===== src/rtl/fifo_pkg.sv =====
// Shared definitions for the sync_fifo family: pointer sizing, parameter legality
// helpers and the sticky error-flag bundle.
package fifo_pkg;

   typedef struct packed {
      logic overflow;
      logic underflow;
   } err_flags_t;

   // Pointer index width; a 1-entry FIFO still needs one index bit.
   function automatic int ptr_width(input int depth);
      return (depth > 1) ? $clog2(depth) : 1;
   endfunction

   function automatic bit is_pow2(input int value);
      return (value >= 2) && ((value & (value - 1)) == 0);
   endfunction

   function automatic bit almost_full_thr_ok(input int thr, input int depth);
      return (thr >= 1) && (thr <= depth);
   endfunction

   function automatic bit almost_empty_thr_ok(input int thr, input int depth);
      return (thr >= 0) && (thr <= depth - 1);
   endfunction

endpackage


===== src/rtl/fifo_ptr.sv =====
// Wrap-bit FIFO pointer: PtrWidth index bits plus one lap bit that toggles on
// every wrap, so equal indices can be told apart as full or empty.
module fifo_ptr #(
   parameter int PtrWidth = 3
) (
   input  logic              clk,
   input  logic              rst,
   input  logic              inc,
   output logic [PtrWidth:0] ptr
);

   localparam logic [PtrWidth:0] One = (PtrWidth + 1)'(1);

   // NOTE: state registers use non-blocking assignments so every flop samples
   // pre-edge values regardless of process evaluation order.
   always_ff @(posedge clk) begin
      if (rst) begin
         ptr <= '0;
      end else if (inc) begin
         ptr <= ptr + One;
      end
   end

endmodule


===== src/rtl/sync_fifo_ft.sv =====
// Single-clock FIFO with occupancy count, programmable almost flags, selectable
// show-ahead/registered read port and sticky overflow/underflow flags.
module sync_fifo_ft
   import fifo_pkg::*;
#(
   parameter int DataWidth       = 32,
   parameter int Depth           = 8,
   parameter int AlmostFullThr   = Depth - 2,
   parameter int AlmostEmptyThr  = 2,
   parameter int ShowAhead       = 1,
   parameter int PtrWidth        = ptr_width(Depth)
) (
   input  logic                 clk,
   input  logic                 rst,
   input  logic                 writeEn,
   input  logic [DataWidth-1:0] writeData,
   input  logic                 readEn,
   output logic [DataWidth-1:0] readData,
   output logic                 full,
   output logic                 empty,
   output logic                 almostFull,
   output logic                 almostEmpty,
   output logic [PtrWidth:0]    count,
   input  logic                 clearErr,
   output logic                 overflow,
   output logic                 underflow
);

   if (!is_pow2(Depth)) begin : g_bad_depth
      $error("sync_fifo_ft: Depth must be a power of two >= 2");
   end
   if (PtrWidth != ptr_width(Depth)) begin : g_bad_ptr_width
      $error("sync_fifo_ft: PtrWidth is derived from Depth and must not be overridden");
   end
   if (!almost_full_thr_ok(AlmostFullThr, Depth)) begin : g_bad_af_thr
      $error("sync_fifo_ft: AlmostFullThr out of range 1..Depth");
   end
   if (!almost_empty_thr_ok(AlmostEmptyThr, Depth)) begin : g_bad_ae_thr
      $error("sync_fifo_ft: AlmostEmptyThr out of range 0..Depth-1");
   end

   localparam logic [PtrWidth:0] DepthCnt = (PtrWidth + 1)'(Depth);
   localparam logic [PtrWidth:0] AfThr    = (PtrWidth + 1)'(AlmostFullThr);
   localparam logic [PtrWidth:0] AeThr    = (PtrWidth + 1)'(AlmostEmptyThr);

   logic [PtrWidth:0]    wr_ptr;
   logic [PtrWidth:0]    rd_ptr;
   logic                 wr_acc;
   logic                 rd_acc;
   logic [DataWidth-1:0] mem [Depth];
   logic [DataWidth-1:0] head_word;
   err_flags_t           err;

   // Occupancy is the modular pointer difference; the lap bit resolves full vs empty.
   assign count       = wr_ptr - rd_ptr;
   assign full        = (count == DepthCnt);
   assign empty       = (count == '0);
   assign almostFull  = (count >= AfThr);
   assign almostEmpty = (count <= AeThr);

   assign wr_acc = writeEn && !full && !rst;
   assign rd_acc = readEn && !empty && !rst;

   fifo_ptr #(.PtrWidth(PtrWidth)) u_wr_ptr (
      .clk (clk),
      .rst (rst),
      .inc (wr_acc),
      .ptr (wr_ptr)
   );

   fifo_ptr #(.PtrWidth(PtrWidth)) u_rd_ptr (
      .clk (clk),
      .rst (rst),
      .inc (rd_acc),
      .ptr (rd_ptr)
   );

   // NOTE: the storage array has no reset; its contents are only observable
   // behind a valid pointer, so resetting it would only cost a clear network.
   always_ff @(posedge clk) begin
      if (wr_acc) begin
         mem[wr_ptr[PtrWidth-1:0]] <= writeData;
      end
   end

   assign head_word = mem[rd_ptr[PtrWidth-1:0]];

   if (ShowAhead != 0) begin : g_show_ahead
      assign readData = head_word;
   end else begin : g_registered
      logic [DataWidth-1:0] rd_q;

      always_ff @(posedge clk) begin
         if (rst) begin
            rd_q <= '0;
         end else if (rd_acc) begin
            rd_q <= head_word;
         end
      end

      assign readData = rd_q;
   end

   // A fresh error outranks clearErr in the same cycle.
   always_ff @(posedge clk) begin
      if (rst) begin
         err <= '0;
      end else begin
         err.overflow  <= (writeEn && full)  || (err.overflow  && !clearErr);
         err.underflow <= (readEn  && empty) || (err.underflow && !clearErr);
      end
   end

   assign overflow  = err.overflow;
   assign underflow = err.underflow;

   always_ff @(posedge clk) begin
      if (!rst) begin
         assert (count <= DepthCnt)
            else $error("sync_fifo_ft: occupancy exceeds Depth");
      end
   end

endmodule


===== config.mk =====
export PLATFORM = sky130hd
export DESIGN_NAME = sync_fifo_ft
export DESIGN_NICKNAME = d
export VERILOG_FILES = /design/src/rtl/fifo_pkg.sv /design/src/rtl/fifo_ptr.sv /design/src/rtl/sync_fifo_ft.sv
export SDC_FILE = /design/constraint.sdc
export NUM_CORES = 1
export LEC_CHECK = 0
export ABC_AREA = 0
export BUFFER_PORTS_ARGS = -buffer_cell sky130_fd_sc_hd__buf_2
export CAP_MARGIN = 10
export CORE_ASPECT_RATIO = 0.75
export CORE_UTILIZATION = 50
export DETAILED_ROUTE_END_ITERATION = 12
export PLACE_DENSITY = 0.75
export SKIP_CTS_REPAIR_TIMING = 1
export SYNTH_ARGS = -nofsm -noshare
export SYNTH_HDL_FRONTEND = slang
export SYNTH_HIERARCHICAL = 1
export SYNTH_SLANG_ARGS = --single-unit

===== constraint.sdc =====
create_clock -name clk -period 9.12 [get_ports clk]
set_input_delay 0.912 -clock clk [delete_from_list [all_inputs] [get_ports clk]]
set_output_delay 0.912 -clock clk [all_outputs]
set_load 0.02 [all_outputs]

# Word level (Yosys, flattened, before mapping)
# Memory sizes are Yosys's and may differ from the RTL's. A register that Yosys moved wholly into a read port is not among the register bits.
# Index checks and enable logic that the tools add are counted.
[word_totals]
ff_bits = 10
ram_bits = 256
out_inout_bits = 42
n_memories = 1
[op_classes]
addsub = 3
magnitude_cmp = 2
eq_ne = 1
mux = 4
reduce_logical = 15
[memory_table]
columns = ["memory", "depth", "word_bits", "read_ports", "rd_ports_with_merged_regs", "wr", "line", "source"]
rows = [
  ["mem", 8, 32, 1, 1, 1, "sync_fifo_ft.sv:50", "logic [DataWidth-1:0] mem [Depth];"],
]
[op_table]
columns = ["op", "count"]
rows = [
  ["$add 4x1->4 const B", 2],
  ["$logic_and 1x1->1", 8],
  ["$mux 3", 2],
  ["$eq 4x4->1 const B", 1],
  ["$ge 4x3->1 const B", 1],
  ["$le 4x2->1 const B", 1],
  ["$logic_not 1->1", 4],
  ["$logic_not 4->1", 1],
  ["$sub 4x4->4", 1],
  ["$logic_or 1x1->1", 2],
  ["$mux 1", 2],
]

# Depth between registers and ports, before layout
# Gate-level depths: netlist of the first run.
[logic_depth]
word_depth = 7
ltp_mapped = 11
depth_no_buf = 10

# Modules after synthesis
# The synthesis of the first run kept the hierarchy.
[by_module_without_submodules]
columns = ["module", "instances", "cells_per_inst", "area_each_um2", "seq_area_each_um2"]
rows = [
  ["sync_fifo_ft", 1, 483, 9958.3, 7727.4],
  ["fifo_ptr", 2, 16, 178.9, 80.1],
]

# Least setup slack after synthesis of the first run
# Ideal clock, no wire load.
[synth_path]
path_type = "flip-flop to flip-flop"
startpoint = "reg u_rd_ptr.ptr[1]"
endpoint = "mem mem[5][0] (enable)"
arrival_time_ns = 5.659
required_ns = 8.607
path_slack_ns = 2.948
path_stages_with_launch = 10
n_path_buf = 3
synth_period_minus_slack_ns = 6.172
cell_sequence = "dfxtp_1 -> buf_2 -> buf_1 -> inv_1 -> fa_1 -> xor2_2 -> or3_4 -> nor3b_2 -> buf_6 -> nor4b_1"
[synth_between]
elab_chain_cells = 7
[synth_rtl]
columns = ["item", "line", "source"]
rows = [
  ["start: declaration", "fifo_ptr.sv:9", "output logic [PtrWidth:0] ptr"],
  ["start signal: assignment", "fifo_ptr.sv:20", "ptr <= ptr + One;"],
  ["$sub 4x4->4", "sync_fifo_ft.sv:55", "assign count = wr_ptr - rd_ptr;"],
  ["named net count[2]", "sync_fifo_ft.sv:23", "output logic [PtrWidth:0] count,"],
  ["$eq 4x4->1", "sync_fifo_ft.sv:56", "assign full = (count == DepthCnt);"],
  ["named net full", "sync_fifo_ft.sv:19", "output logic full,"],
  ["$logic_not 1->1", "sync_fifo_ft.sv:61", "assign wr_acc = writeEn && !full && !rst;"],
  ["$logic_and 1x1->1 (2 in series)", "sync_fifo_ft.sv:61", ""],
  ["$mux 1", "sync_fifo_ft.sv:81", "if (wr_acc) begin"],
  ["$mux 1 (not written as such)", "sync_fifo_ft.sv:82", "mem[wr_ptr[PtrWidth-1:0]] <= writeData;"],
  ["end: declaration", "sync_fifo_ft.sv:50", ""],
]
# The timed path passes the listed nets, and every way through them passes these cells.

# Final worst setup path of the first run
[layout_path]
startpoint = "reg u_rd_ptr.ptr[1]"
endpoint = "out full"
[layout_between]
elab_chain_cells = 2
[layout_rtl]
columns = ["item", "line"]
rows = [
  ["$sub 4x4->4", "sync_fifo_ft.sv:55"],
  ["$eq 4x4->1", "sync_fifo_ft.sv:56"],
  ["end: declaration", "sync_fifo_ft.sv:19"],
]
# No other way between the ends.

==> results.py, run 1 <==
metrics = {
    "floorplan": {
        "io_pins": 79,
        "die_y_um": 126,
        "die-width_um": 168,
        "initial_core_util_pct": 51.0,
        "rows": 45,
        "core_sq_mm": 0.0202,
        "die_area_sq_mm": 0.0212,
    },
    "worst_setup_path": {
        "reg2reg_from": "u_rd_ptr/ptr[1]",
        "path_class": "reg2out",
        "worstPathCellList": "inv_1 > fa_1 > xor2_2 > or3_4 > nor3b_2 > buf_2",
        "start_kind": "flip-flop",
        "crit_path_top_delay_cell": "dfxtp_4",
        "path_delay_family": "simple AND/OR/NAND/NOR gates",
        "cp-endpoint": "full",
        "reg2reg_slack_ps": 5020,
        "critical_path_depth": 6,
        "endpoint_kind": "output port",
        "cp-startpoint": "u_rd_ptr/ptr[1]",
        "cp_data_arrival_time_ps": 3920,
        "cp_max_fo": 68,
        "cp_num_buf_inv": 2,
        "rr_worst_depth": 6,
        "required_ps": 8210,
        "cpPeakStageDelay_ps": 1040,
        "timing.rr.end": "mem[4][18]",
    },
    "timing": {
        "timing.final.crit_share_pct": 53.0,
        "relSlewSlack_pct": 30.1,
        "fin_crit_ps": 4830,
        "tightest_slew_ps": 1050,
        "timing.setup.tns_ps": 0,
        "hold_viol": 0,
        "timing.fmax_mhz": 207,
        "rsz0062_at_grt": "no",
        "slew_violations": 0,
        "clock_skew_ps": 16.8,
        "setup-violations-final": 0,
    },
    "placed_design": {
        "dpl.hpwl_um": 10800,
        "gp_congestion": 0.718,
        "port_buffers": 78,
    },
    "synthesis": {
        "synth_area_sq_mm": 0.0103,
        "synth_edf_count": 256,
        "async_flop_share_pct": 0,
        "synth.distinct_cells": 38,
        "synthFlopType": "edfxtp_1",
        "syn_nets": 558,
        "postSynthAreaPerCell_sq_um": 20.0,
        "syn-instance-count": 515,
        "yosys_register_bits": 266,
        "ys_seq_area_share_pct": 76.5,
        "yosysWarningCount": 6,
    },
    "clock_network": {
        "cts_htree_levels": 1,
        "clk_latency_ps": 530,
        "cts_tree": "done",
        "cts.sinks": 266,
        "cts_root_buf": "clkbuf_16",
        "clk_pin_slew_ps": 70,
        "clockBufferDepth": 3,
        "cts_buffers": 25,
    },
    "grt": {
        "grt_pass1_wl_um": 29900,
        "track_usage_pct": 18.7,
        "grt_max_degree": 69,
        "grt_antenna_before_repair": 1,
        "grt_remaining_overflow": 0,
        "grt_pass1_vias": 5254,
    },
    "run_status": {
        "status": "finished, final reports clean",
    },
    "power_and_ir_drop": {
        "power_leakage_uw": 0.00398,
        "finalPower_uw": 2820,
        "power_density_mw_per_mm2": 238,
        "ir_drop_mv": 0.161,
    },
    "detailed_routing": {
        "wirelength_um": 19100,
        "vias_per_cell": 5.61,
        "route.detailed.drc": 0,
        "postRouteAntennaNets": 0,
        "vias": 4971,
        "firstDrtPassIters": 4,
        "drtIter0Drc": 353,
        "wire_per_inst_um": 21.5,
    },
    "finish": {
        "drive_gt1_share_pct": 34.3,
        "fin_nets": 651,
        "area_growth_pct": 14.9,
        "n_fill_cell": 1464,
    },
    "run": {
        "drv_cap": 0,
    },
    "hold_path": {
        "hold_path.class": "reg2reg",
    },
}
==> synthesized netlist by cell type (all sizes together), types with 2 or more instances <==
cell / count / area, sq um
nand2: 99 / 372
clkbuf: 10 / 37.5
nor2b: 4 / 25.0
ha: 5 / 62.6
dfxtp: 10 / 200
a21oi: 4 / 20.0
nand4: 3 / 31.3
buf: 13 / 81.3
xor2: 2 / 25.0
nor2: 11 / 41.3
nand3b: 3 / 22.5
xnor2: 2 / 17.5
edfxtp: 256 / 7690
mux2: 2 / 30.0
mux4: 64 / 1440
nor4b: 3 / 26.3
a21bo: 2 / 20.0
inv: 5 / 18.8
nand2b: 2 / 12.5
nor3b: 2 / 20.0
mux2i: 2 / 20.0
==> sequential cells by signal (all words and copies together), names as in the netlist <==
register	cells
overflow	1
u_wr_ptr/ptr	4
underflow	1
mem	256
u_rd_ptr/ptr	4
==> cell type report <==
class	instances	area, sq um	area share [%]
inverter	5	18.8	0.158
timing repair buffer	89	473	3.99
antenna	1	2.50	0.0211
tap	258	323	2.72
multi-input combinational	221	2330	19.7
sequential	266	7900	66.6
clock inverter	19	175	1.48
clock buffer	27	633	5.34
==> where the power goes <==
group | internal, uW | switching [uW] | leakage, uW
Sequential | 1370 | 36.7 | 0.00239
Clock | 568 | 452 | 0.000386
Combinational | 180 | 212 | 0.00119
Total | 2110 | 701 | 0.00398
==> routing by layer <==
layer / wire length (um) / up-vias / track usage, %
met4: 310 / 0 / 3.99
met5: 0 / - / 0
met3: 1190 / 29 / 3.99
li1: - / 2232 / -
met2: 9070 / 144 / 30.5
met1: 8520 / 2566 / 26.4
==> through the flow <==
stage | std cells | hold slack [ps] | setup slack, ps | util, % | instance area (sq um)
2_1_floorplan | 515 | 530 | 2950 | - | 10300
3_3_place_gp | 839 | 438 | 4900 | 54.6 | 11000
3_5_place_dp | 839 | 439 | 4810 | 54.6 | 11000
4_1_cts | 885 | 456 | 4230 | 58.6 | 11900
5_1_grt | 885 | 499 | 4060 | 58.6 | 11900
6_report | 886 | 450 | 4290 | 58.7 | 11900
==> logic make-up (layout without fill, tap and decap cells) <==
| kind of cell | Yosys count | in the layout | synth area share (%) |
|---|---|---|---|
| compound gates | 11 | 11 | 0.813 |
| fa+ha+maj | 6 | 6 | 0.800 |
| buf+inv | 28 | 140 | 1.33 |
| mux | 68 | 68 | 14.5 |
| xor+xnor | 4 | 4 | 0.412 |
| flops | 266 | 266 | 76.5 |
| other cells | 0 | 1 | 0 |
| simple gates | 132 | 132 | 5.72 |
==> worst min-delay path by stage <==
stage,startpoint,to,slack (ps),depth (start not counted)
after global routing,underflow,underflow,500,2
after CTS,underflow,underflow,460,2
final,underflow,underflow,450,2
after global placement,underflow,underflow,440,2
after floorplan,underflow,underflow,530,2
after detailed placement,underflow,underflow,440,2
==> worst reg2reg max path, stage by stage, from the launching register on <==
cell      delay, ps
dfxtp_4        1040
inv_1           220
fa_1            490
xor2_2          210
or3_4           360
nor3b_2         770
and4bb_2        620
==> cell usage in the layout, fill, tap and decap left out, types with 3 or more instances in the layout <==
cell type   Yosys  final
inv_1           5      5
dfxtp_1        10      7
clkbuf_16       0     25
nor2_1         11     10
edfxtp_1      256    256
nor4b_2         0      3
buf_2           2     78
nor2b_1         4      4
clkinvlp_4      0      4
a21oi_1         4      4
buf_4           6     11
ha_1            5      5
mux4_2         64     64
nand3b_1        3      3
clkinv_2        0      4
nand2_1        99     99
clkinv_1        0      5
Note: power is estimated with default switching activity, not from simulation.
==> run 2: changes to the inputs <==
--- a/config.mk
+++ b/config.mk
@@ -5,7 +5,7 @@
 export SDC_FILE = /design/constraint.sdc
 export NUM_CORES = 1
 export LEC_CHECK = 0
-export ABC_AREA = 0
+export ABC_AREA = 1
 export BUFFER_PORTS_ARGS = -buffer_cell sky130_fd_sc_hd__buf_2
 export CAP_MARGIN = 10
 export CORE_ASPECT_RATIO = 0.75
==> constraint.sdc (replaced) <==
create_clock -name clk -period 4.8 [get_ports clk]
set_input_delay 0.48 -clock clk [delete_from_list [all_inputs] [get_ports clk]]
set_output_delay 0.48 -clock clk [all_outputs]
set_load 0.02 [all_outputs]
==> results.py, run 2 <==
metrics = {
    "finish": {
        "stdcell_count": 1209,
        "antenna_cells": 0,
        "largest_reg_flops": 256,
        "area_growth_pct": 13.1,
        "drive_gt1_share_pct": 15.3,
        "fin_nets": 952,
        "final_cell_mix": "edfxtp_1, nor2_1, nand2_1, buf_2, o21ai_1",
        "final_common_cell": "edfxtp_1",
        "n_fill_cell": 1599,
        "utilization_pct": 58.5,
        "final_area_sq_mm": 0.0120,
    },
    "synthesis": {
        "synthTopCellsByCount": "edfxtp_1, nor2_1, nand2_1",
        "ys_top_cells_by_area": "edfxtp_1, nor2_1, nand2_1",
        "async_flop_share_pct": 0,
        "yosys_register_bits": 266,
        "synth.distinct_cells": 25,
        "postSynthAreaPerCell_sq_um": 12.6,
        "yosysWarningCount": 6,
        "yosysMostFrequentCell": "edfxtp_1",
        "netlist.area_leader.share_pct": 72.3,
        "syn-instance-count": 846,
        "synth_area_sq_mm": 0.0106,
        "synth.largest_area_cell": "edfxtp_1",
        "syn_nets": 889,
        "synth_edf_count": 256,
        "synthFlopType": "edfxtp_1",
        "ys_seq_area_share_pct": 74.2,
    },
    "floorplan": {
        "die-width_um": 170,
        "die_area_sq_mm": 0.0219,
        "initial_core_util_pct": 51.8,
        "core_sq_mm": 0.0206,
        "rows": 45,
        "die_y_um": 128,
        "io_pins": 79,
    },
    "worst_setup_path": {
        "required_ps": 4320,
        "cp_max_fo": 115,
        "critPathMostFrequentCell": "nand2_1",
        "cp_num_buf_inv": 2,
        "start_kind": "flip-flop",
        "endpoint_kind": "output port",
        "cpPeakStageDelay_ps": 850,
        "worstPathCellList": "buf_4 > o21ai_0 > o22ai_1 > nand2_1 > nand2_1 > buf_2",
        "cp_data_arrival_time_ps": 2820,
        "path_class": "reg2out",
        "crit_path_top_delay_cell": "buf_4",
        "reg2reg_slack_ps": 1510,
        "path_delay_family": "buffers and inverters",
    },
    "power_and_ir_drop": {
        "p_int_uw": 4090,
        "switchingPower_uw": 1480,
        "power_frac_comb_pct": 16.2,
        "clockPowerShare_pct": 36.7,
        "power_density_mw_per_mm2": 464,
        "switching_share_pct": 26.6,
        "sequentialPowerShare_pct": 47.1,
        "ir_drop_mv": 0.407,
        "power_leakage_uw": 0.00427,
    },
    "detailed_routing": {
        "drtIter0Drc": 655,
        "postRouteAntennaNets": 0,
        "route.detailed.drc": 0,
        "firstDrtPassIters": 5,
        "wirelength_um": 21800,
        "wire_per_inst_um": 18.1,
        "vias": 6724,
        "vias_per_cell": 5.56,
    },
    "run": {
        "drv_cap": 0,
    },
    "timing": {
        "clock_skew_ps": 21.2,
        "hold_viol": 0,
        "rsz0062_at_grt": "no",
        "setup_slack_ps": 1500,
        "relSlewSlack_pct": 21.9,
        "fin_crit_ps": 3300,
        "tightest_slew_ps": 1170,
        "timing.setup.tns_ps": 0,
        "timing.final.crit_share_pct": 68.7,
        "setup-violations-final": 0,
        "slew_violations": 0,
        "timing.fmax_mhz": 303,
    },
    "clock_network": {
        "clockBufferDepth": 3,
        "clk_latency_ps": 520,
        "cts_buffers": 25,
        "cts_tree": "done",
        "cts.sinks": 266,
        "clk_pin_slew_ps": 70,
        "cts_root_buf": "clkbuf_16",
        "cts_htree_levels": 1,
    },
    "placed_design": {
        "post-place-ws_ps": 1500,
        "dpl.cell_count": 1164,
        "postPlaceCellArea_sq_mm": 0.0112,
        "port_buffers": 78,
        "dpl.hpwl_um": 12000,
        "gp_congestion": 0.823,
    },
    "grt": {
        "track_usage_pct": 20.4,
        "grt_pass1_wl_um": 34500,
        "grt_antenna_before_repair": 0,
        "grt_remaining_overflow": 0,
        "grt_pass1_vias": 6749,
        "grt_max_degree": 116,
    },
    "hold_path": {
        "hold_path.class": "in2reg",
    },
    "run_status": {
        "status": "finished, final reports clean",
    },
}
## run 2: worst reg2reg max path: stages, from the launching register on
cell and delay [ps]:
dfxtp_1 380, inv_1 160, ha_1 170, inv_1 70
fa_1 390, inv_1 70, nand2_1 50, nand2_1 130
nor2_1 100, nand3_1 120, nand2_2 260, nor2_4 970
## run 2: through the flow
| step | total power (uW) | hold slack [ps] |
|---|---|---|
| final | 5580 | 226 |
| after detailed placement | 3580 | 473 |
| after floorplan | 3320 | 494 |
| after CTS | 5610 | 211 |
| after global placement | 3550 | 461 |
| after global routing | 5790 | 219 |
## run 2: final timing paths
| path | startpoint | end | cells past startpoint |
|---|---|---|---|
| min reg2reg | underflow | underflow | 2 |
| min | writeData[25] | mem[3][25] | 1 |
| max reg2reg | u_wr_ptr/ptr[0] | mem[4][9] | 11 |
| max | u_rd_ptr/ptr[0] | readData[0] | 6 |
## run 2: area by class of cell
cell class	count	area [sq um]	share of cell area [%]
sequential	266	7890	65.6
multi-input combinational	507	2400	19.9
clock buffer	29	641	5.33
timing repair buffer	85	443	3.68
tap	282	353	2.93
clock inverter	16	209	1.74
inverter	24	92.6	0.770
## run 2: kinds of logic (layout without fill, tap and decap cells)
family	after synthesis	after routing	synth area share, %
flip-flops	266	266	74.2
AO/OA/AOI/OAI	200	200	10.2
XOR/XNOR	2	2	0.165
buffers and inverters	73	154	3.87
adder cells (fa/ha/maj)	6	6	0.776
AND/OR/NAND/NOR	299	299	10.9
## run 2: layer usage
| layer | GRT usage (%) | routed length (um) | share of wire [%] | vias up |
|---|---|---|---|---|
| met5 | 0 | 0 | 0 | - |
| met2 | 34.5 | 10500 | 48 | 240 |
| li1 | - | - | - | 3175 |
| met1 | 27.5 | 9620 | 44 | 3273 |
| met3 | 3.58 | 1350 | 6.2 | 36 |
| met4 | 5.35 | 341 | 1.6 | 0 |
## run 2: power groups by stage
| stage | Clock, uW | Combinational [uW] | Sequential, uW |
|---|---|---|---|
| 2_1_floorplan | 0 | 653 | 2670 |
| 3_3_place_gp | 0 | 880 | 2670 |
| 3_5_place_dp | 0 | 903 | 2680 |
| 4_1_cts | 2070 | 908 | 2630 |
| 5_1_grt | 2160 | 1000 | 2630 |
| 6_report | 2050 | 906 | 2630 |
